<file path="src/rtl/sort_serializer.sv">
`default_nettype none
// ============================================================================
// Module   : sort_serializer
// Purpose  : Captures five unsigned elements on a start request and sorts
//            them ascending with a bubble sort. Each cycle compares one
//            adjacent pair, and the sort exits early after a pass with no
//            swaps. The sorted elements are then streamed out one per
//            valid/ready handshake, and done pulses after the last one.
// Revision : 1.0  initial release
// ----------------------------------------------------------------------------
// Ports
//   clk        in   rising-edge clock
//   rst_n      in   synchronous active-low reset
//   start      in   load-and-sort request, honoured only while idle
//   in1..in5   in   WIDTH-bit unsigned elements captured with start
//   busy       out  high while sorting or streaming
//   out_data   out  current element of the sorted stream (0 when not valid)
//   out_valid  out  out_data holds a valid element
//   out_ready  in   consumer accepts out_data on this edge
//   out_last   out  qualifies the fifth (largest) element
//   done       out  one-cycle pulse after the final transfer
// ============================================================================
module sort_serializer #(
  parameter int WIDTH = 8
) (
  input  logic             clk,
  input  logic             rst_n,
  input  logic             start,
  input  logic [WIDTH-1:0] in1,
  input  logic [WIDTH-1:0] in2,
  input  logic [WIDTH-1:0] in3,
  input  logic [WIDTH-1:0] in4,
  input  logic [WIDTH-1:0] in5,
  output logic             busy,
  output logic [WIDTH-1:0] out_data,
  output logic             out_valid,
  input  logic             out_ready,
  output logic             out_last,
  output logic             done
);

  localparam logic [1:0] c_LAST_PAIR = 2'd3;   // pair (3,4) closes a pass
  localparam logic [2:0] c_LAST_PASS = 3'd3;   // pass index 3 is the fourth pass
  localparam logic [2:0] c_LAST_ELEM = 3'd4;

  typedef enum logic [1:0] {
    ST_IDLE = 2'd0,
    ST_SORT = 2'd1,
    ST_SEND = 2'd2
  } state_t;

  state_t           r_state;
  state_t           w_state_next;

  logic [WIDTH-1:0] r_elem [0:4];
  logic [1:0]       r_j;          // pair index within the current pass
  logic [2:0]       r_p;          // completed passes
  logic             r_swapped;    // a swap happened earlier in this pass
  logic [2:0]       r_k;          // element index while streaming
  logic             r_done;

  logic [2:0]       w_lo_idx;
  logic [2:0]       w_hi_idx;
  logic [WIDTH-1:0] w_lo;
  logic [WIDTH-1:0] w_hi;
  logic             w_do_swap;
  logic             w_pass_end;
  logic             w_pass_swapped;
  logic             w_sort_done;
  logic             w_last;
  logic [WIDTH-1:0] w_cur;

  assign w_lo_idx       = {1'b0, r_j};
  assign w_hi_idx       = {1'b0, r_j} + 3'd1;
  assign w_lo           = r_elem[w_lo_idx];
  assign w_hi           = r_elem[w_hi_idx];
  // Strict compare keeps equal elements in place.
  assign w_do_swap      = (r_state == ST_SORT) && (w_lo > w_hi);
  assign w_pass_end     = (r_j == c_LAST_PAIR);
  // Include a swap made on the closing pair when judging the pass.
  assign w_pass_swapped = r_swapped | w_do_swap;
  // Four passes always suffice for five elements, so stop there regardless.
  assign w_sort_done    = w_pass_end && (!w_pass_swapped || (r_p == c_LAST_PASS));
  assign w_last         = (r_k == c_LAST_ELEM);

  always_comb begin
    w_cur = '0;
    case (r_k)
      3'd0:    w_cur = r_elem[0];
      3'd1:    w_cur = r_elem[1];
      3'd2:    w_cur = r_elem[2];
      3'd3:    w_cur = r_elem[3];
      3'd4:    w_cur = r_elem[4];
      default: w_cur = '0;
    endcase
  end

  // State register
  always_ff @(posedge clk) begin
    if (!rst_n) begin
      r_state <= ST_IDLE;
    end else begin
      r_state <= w_state_next;
    end
  end

  // Next-state and outputs
  always_comb begin
    w_state_next = r_state;
    busy         = 1'b0;
    out_valid    = 1'b0;
    out_last     = 1'b0;
    out_data     = '0;
    case (r_state)
      ST_IDLE: begin
        if (start) begin
          w_state_next = ST_SORT;
        end
      end
      ST_SORT: begin
        busy = 1'b1;
        if (w_sort_done) begin
          w_state_next = ST_SEND;
        end
      end
      ST_SEND: begin
        busy      = 1'b1;
        out_valid = 1'b1;
        out_last  = w_last;
        out_data  = w_cur;
        if (out_ready && w_last) begin
          w_state_next = ST_IDLE;
        end
      end
      default: begin
        w_state_next = ST_IDLE;
      end
    endcase
  end

  // Datapath: element storage, sort indices, stream index, done pulse
  always_ff @(posedge clk) begin
    if (!rst_n) begin
      for (int i = 0; i < 5; i++) begin
        r_elem[i] <= '0;
      end
      r_j       <= '0;
      r_p       <= '0;
      r_swapped <= 1'b0;
      r_k       <= '0;
      r_done    <= 1'b0;
    end else begin
      r_done <= 1'b0;
      case (r_state)
        ST_IDLE: begin
          if (start) begin
            r_elem[0] <= in1;
            r_elem[1] <= in2;
            r_elem[2] <= in3;
            r_elem[3] <= in4;
            r_elem[4] <= in5;
            r_j       <= '0;
            r_p       <= '0;
            r_swapped <= 1'b0;
            r_k       <= '0;
          end
        end
        ST_SORT: begin
          if (w_do_swap) begin
            r_elem[w_lo_idx] <= w_hi;
            r_elem[w_hi_idx] <= w_lo;
          end
          if (w_pass_end) begin
            r_p       <= r_p + 3'd1;
            r_j       <= '0;
            r_swapped <= 1'b0;
            if (w_sort_done) begin
              r_k <= '0;
            end
          end else begin
            r_j       <= r_j + 2'd1;
            r_swapped <= w_pass_swapped;
          end
        end
        ST_SEND: begin
          if (out_ready) begin
            if (w_last) begin
              r_k    <= '0;
              r_done <= 1'b1;
            end else begin
              r_k <= r_k + 3'd1;
            end
          end
        end
        default: begin
        end
      endcase
    end
  end

  assign done = r_done;

endmodule
`default_nettype wire

</file>
<file path="config.mk">
export PLATFORM = sky130hd
export DESIGN_NAME = sort_serializer
export DESIGN_NICKNAME = d
export VERILOG_FILES = /design/src/rtl/sort_serializer.sv
export SDC_FILE = /design/constraint.sdc
export NUM_CORES = 1
export LEC_CHECK = 0
export CAP_MARGIN = 0
export CORE_ASPECT_RATIO = 1.1
export CORE_MARGIN = 5
export CORE_UTILIZATION = 45
export CTS_CLUSTER_DIAMETER = 40
export CTS_CLUSTER_SIZE = 10
export DETAILED_ROUTE_END_ITERATION = 10
export PLACE_DENSITY = 0.7
export SLEW_MARGIN = 25
export SYNTH_ARGS = -nofsm -noshare
export SYNTH_HDL_FRONTEND = slang
export SYNTH_SLANG_ARGS = --single-unit
export TNS_END_PERCENT = 100
</file>
<file path="constraint.sdc">
create_clock -name clk -period 3.9 [get_ports clk]
set_input_delay 0.585 -clock clk [delete_from_list [all_inputs] [get_ports clk]]
set_output_delay 0.585 -clock clk [all_outputs]
set_load 0.05 [all_outputs]
</file>
# == Yosys cells after proc, flatten, opt, wreduce, memory -nomap -nowiden ==
# Memories as Yosys holds them, arrays and structs flattened. A register that Yosys moved wholly into a read port is not among the register bits.
# Index checks and enable logic that the tools add are counted.
# totals
ff_bits,12
ram_bits,40
wordCells,94
n_memories,1
# classes
add_sub_neg,4
order_cmp,1
n_eq_ne,13
muxes,46
n_bitwise,6
reduce_logical,17
# mem_list
name,words,width,read_ports,rd_clocked_by_memory_dff,wr,line,rtl
r_elem,5,8,7,1,5,55,logic [WIDTH-1:0] r_elem [0:4];
# op_table
cell,n
8-bit 2-to-1 mux,8
8-bit one-hot mux with 5 select lines,1
3-bit 2-to-1 mux,10
1-bit 2-to-1 mux,17
8-bit OR reduction,2
2-bit 2-to-1 mux,5
2-bit inequality test (second input constant),5
3-bit by 2-bit == test with 1-bit output (second input constant),3
3-bit one-hot mux with 3 select lines,1
3-bit AND reduction,3
8-bit greater-than comparator,1
3-bit by 1-bit adder with 3-bit output (second input constant),2
1-bit bitwise OR,6
2-bit one-hot mux with 3 select lines,1
3-bit one-hot mux with 2 select lines,1
5-bit AND reduction,1
2-bit == test (second input constant),2
2-bit one-hot mux with 2 select lines,1
2-bit by 1-bit adder with 3-bit output (second input constant),1
3-bit by 1-bit == test with 1-bit output (second input constant),1
3-bit == test (second input constant),1
1-bit logical AND,3
3-bit logical NOT,1
3-bit nonzero test,1
9 further kinds,9

# == Logic depth before layout (Yosys ltp) ==
# Gate-level depths: netlist of the first run.
# An unclocked memory read counts as a cell.
# depth
depth_word,11
ltp_mapped,18
depth_no_buf,13

# == Worst setup path after synthesis of the first run ==
# OpenSTA, ideal clock, no wires.
# synth_path
path_type,reg-to-reg
startpoint,register r_j[0]
endpoint,memory r_elem[2][0] (enable)
setup_ns,0.384
arrival_time_ns,3.745
setup_slack_ns,-0.229
stages_incl_launch_ff,16
n_path_buf,3
synth_period_minus_slack_ns,4.129
path_cell_list,dfxtp_1 > buf_4 > inv_1 > ha_1 > buf_6 > mux4_2 > and2_4 > a21o_4 > inv_1 > ha_1 > nand4_1 > nor2_1 > nor2_1 > o21ai_2 > buf_6 > o21ai_0
# synth_lines
element,line,rtl
start: declaration,56,logic [1:0] r_j;
start signal: assignment,181,r_j <= r_j + 2'd1;
end: declaration,55,

==> parameters.txt, run 1 <==
Parameter                              Value

Floorplanning
  FP Rows    40
  Floorplan die area    13,400 sq um
  Die Span Y    121 um
  Number of top-level pins    56
  Starting utilization of the core area    0.459
  Area of the core    11,000 sq um
  X dimension of the die    111 um

Power and ir drop
  Portion of total power attributed to combinational logic    0.340
  Total power draw    2990 uW
  Cell internal power dissipation    1960 uW
  Leakage    0.00228 uW
  Maximum ir drop on the vdd rail    0.261 mV
  Reg power frac    0.378
  Sw Pwr    1030 uW
  Net Sw Frac    0.344
  Pwr/cell area    486 nW/um^2
  Share of power burned in the clock network    0.281

Timing
  Unrepaired setup endpoints after global routing    false
  Final clock period utilization by the worst path    0.961
  Transition time of the tightest slew-check pin    0.828 ns
  Highest Clock Rate    267 MHz
  Final Critical Period    3.75 ns
  Number of pins with negative max-slew slack in the final report    0
  Setup clock skew after layout    0.00661 ns
  Worst-case hold slack    0.510 ns
  Final Hold Violating Endpoints    0
  Worst slew slack as a fraction of its limit    0.448
  Final setup vio count    0

Placed design
  Buffers on Ports    55
  Number of instances in the placed design    666
  Placer's final routability congestion estimate    1.00
  Sum of net half-perimeters after detailed placement    10.9 mm

Critical path
  Critical Path Slowest Stage Cell    sky130_fd_sc_hd__mux4_1
  Crit path launch    r_j[0]
  FF-to-FF path depth    12
  Flop-to-flop setup slack    0.15 ns
  Crit path launch type    flip-flop
  Arr. time, crit path    3.72 ns
  CP max stage delay    0.62 ns
  Required time of the worst setup path    3.87 ns
  Worst Path Max Fanout    10
  Crit Reg-Reg Startpoint    r_j[0]
  Critical Path End Type    flip-flop
  List of cells traversed by the critical path    inv_1, ha_4, buf_12, mux4_1, nand2_1, a21boi_2, ha_1, nand4_1, nor2_1, nor2_2, o21ai_2, o21ai_2
  Category of the most critical setup path    flip-flop to flip-flop
  Most Frequent Cell on Critical Path    sky130_fd_sc_hd__o21ai_2

Detailed routing
  Post-DRT Antenna Nets    0
  Initial drt markers    564
  Total via count in the routed design    4,252
  Average wire per standard cell    22.1 um
  Detailed-route DRC error count    0
  First-pass iteration count of the detailed router    5
  Final wirelength    15.1 mm
  Mean number of vias per cell    6.23

Min path
  Path class of the lowest-slack min-delay path    flip-flop to flip-flop
  Hold path startpoint    r_state[1]
  Worst hold path cell count    2

Clock network
  Clock tree sinks    78
  Maximum root-to-sink buffer count    2
  H-tree Lvls    3
  Number of CTS-inserted buffers    9
  Latest clock arrival within the worst-skew pair    0.34 ns
  Cell at the root of the clock tree    sky130_fd_sc_hd__clkbuf_16
  Number of buffers added for setup after CTS    0
  CTS tree    yes
  Clock-pin slew reported for the worst setup and hold paths after clock tree synthesis    0.06 ns

Synth
  Yosys warning count    0
  Post-synth EDFFs    64
  Portion of the post-synthesis area used by sequential elements    0.438
  Synthesized area    5030 sq um
  Synthesized area per cell    10.6 sq um
  Fraction of synthesis flops using an asynchronous set or reset pin    0
  Most used DFF post-synth    sky130_fd_sc_hd__edfxtp_1
  Post-synthesis sequential element count    78
  Post-synth net total    542
  Number of distinct library cells after synthesis    53
  Synthesized instance count    474

Global routing
  Number of global-route vias before repair    4,108
  Total grt overflow    0
  Global Route Usage Sum    0.224
  First-pass GRT wire length    22.8 mm
  Maximum number of pins on one net before global-route repair    32
  Number of antenna violations at the first check in global routing    0

Final layout
  Fraction of final layout cells sized beyond drive strength 1    0.166
  Synthesis-to-finish area growth    22.4%
  Final antenna diode count    0
  Most frequent cells in the layout    sky130_fd_sc_hd__edfxtp_1 (64), sky130_fd_sc_hd__clkdlybuf4s50_1 (55), sky130_fd_sc_hd__nand2_1 (52)
  Leading cell type in the layout, fill and taps excluded    sky130_fd_sc_hd__edfxtp_1
  Post-layout net count    599
  Number of standard cells in the final layout excluding fillers    683

Status
  Outcome    completed

Flow run
  Max-cap check violation count    0
power groups by stage:
stage / Combinational, uW / Sequential (uW) / Clock, uW
after detailed placement: 972 / 1140 / 0
after global routing: 1090 / 1140 / 894
after global placement: 953 / 1140 / 0
after floorplan: 681 / 1090 / 0
after CTS: 976 / 1130 / 852
final: 1020 / 1130 / 841
repair_timing:
action                     in CTS  in global routing
setup endpoints to repair       0                 62
resized for setup               0                  7
hold buffers                    0                  0
logic make-up (layout without fill, tap and decap cells):
logic type	Yosys count	count (layout)	share of synthesized area
simple gates	166	166	0.155
fa+ha+maj	24	24	0.0597
compound gates	124	124	0.173
buf+inv	50	112	0.0472
mux	32	32	0.127
flops	78	78	0.438
worst max-delay path, delay by kind of cell (launching register included):
kind / cells / cell delay (ns)
and+or+nand+nor: 4 / 0.57
DFF: 1 / 0.36
muxes: 1 / 0.62
buffers and inverters: 2 / 0.25
AOI/OAI and AO/OA: 3 / 0.97
adders and majority gates: 2 / 0.59
metrics by stage:
step,worst slack (ns),TNS (ns),cell area [sq um],util
after floorplan,-0.0385,-0.308,5050,-
after global placement,0.210,0,5810,0.530
after detailed placement,0.0899,0,5810,0.530
after CTS,0.0407,0,6100,0.557
after global routing,0.00581,0,6160,0.562
final,0.151,0,6160,0.562
layer usage:
| layer | GRT usage | up-vias | wire (um) |
|---|---|---|---|
| met5 | 0 | - | 0 |
| met4 | 0.105 | 0 | 593 |
| met3 | 0.0474 | 42 | 1630 |
| met2 | 0.349 | 277 | 6860 |
| met1 | 0.301 | 2016 | 6040 |
| li1 | - | 1917 | - |
synth_stat cells (all sizes together), types with 2 or more instances:
library cell  count  share of area
edfxtp           64           0.38
clkbuf           15          0.011
nor2             40          0.030
dfxtp            14          0.056
a21o              4         0.0075
a31oi             8         0.0099
a22oi            24          0.036
mux2i             7          0.014
inv              14          0.010
a21boi            6          0.013
nand4             3         0.0037
ha               24          0.060
and3              8         0.0099
nand2            53          0.040
o21ai            21          0.022
or2               4         0.0050
mux4             24           0.11
a21oi            30          0.032
a211oi            2         0.0040
a2bb2oi           4         0.0070
buf              21          0.026
and2              5         0.0067
nor2b             7         0.0087
nor4b             5         0.0087
o21a              3         0.0045
nor3              8         0.0080
a22o              6          0.010
nand3            28          0.028
a221oi            2         0.0035
a211o             5         0.0087
o211ai            4         0.0060
nand2b            3         0.0037
final timing paths:
path                                      to
worst min-delay path              r_state[1]
worst max register to register  r_elem[3][7]
worst max-delay path            r_elem[3][7]
worst min register to register    r_state[1]
sequential cells by signal, indices dropped and copies added, names as in the netlist, named ones only:
name and count:
r_elem 64, r_j 2, r_state 2, r_p 3, done 1, r_swapped 1
r_k 3
cell type report:
type | count | area (sq um)
fill | 926 | 4800
multi-input combinational | 346 | 2630
sequential | 78 | 2200
timing repair buffer | 82 | 791
clock buffer | 10 | 229
tap | 147 | 184
clock inverter | 6 | 68.8
inverter | 14 | 52.6
Power figures use the tool's default switching activity.
==> run 2: changes to the inputs <==
CAP_MARGIN = 20   (was 0)
==> results of run 2 <==
Same layout as run 1: the final DEF is identical, and so are final timing and power.
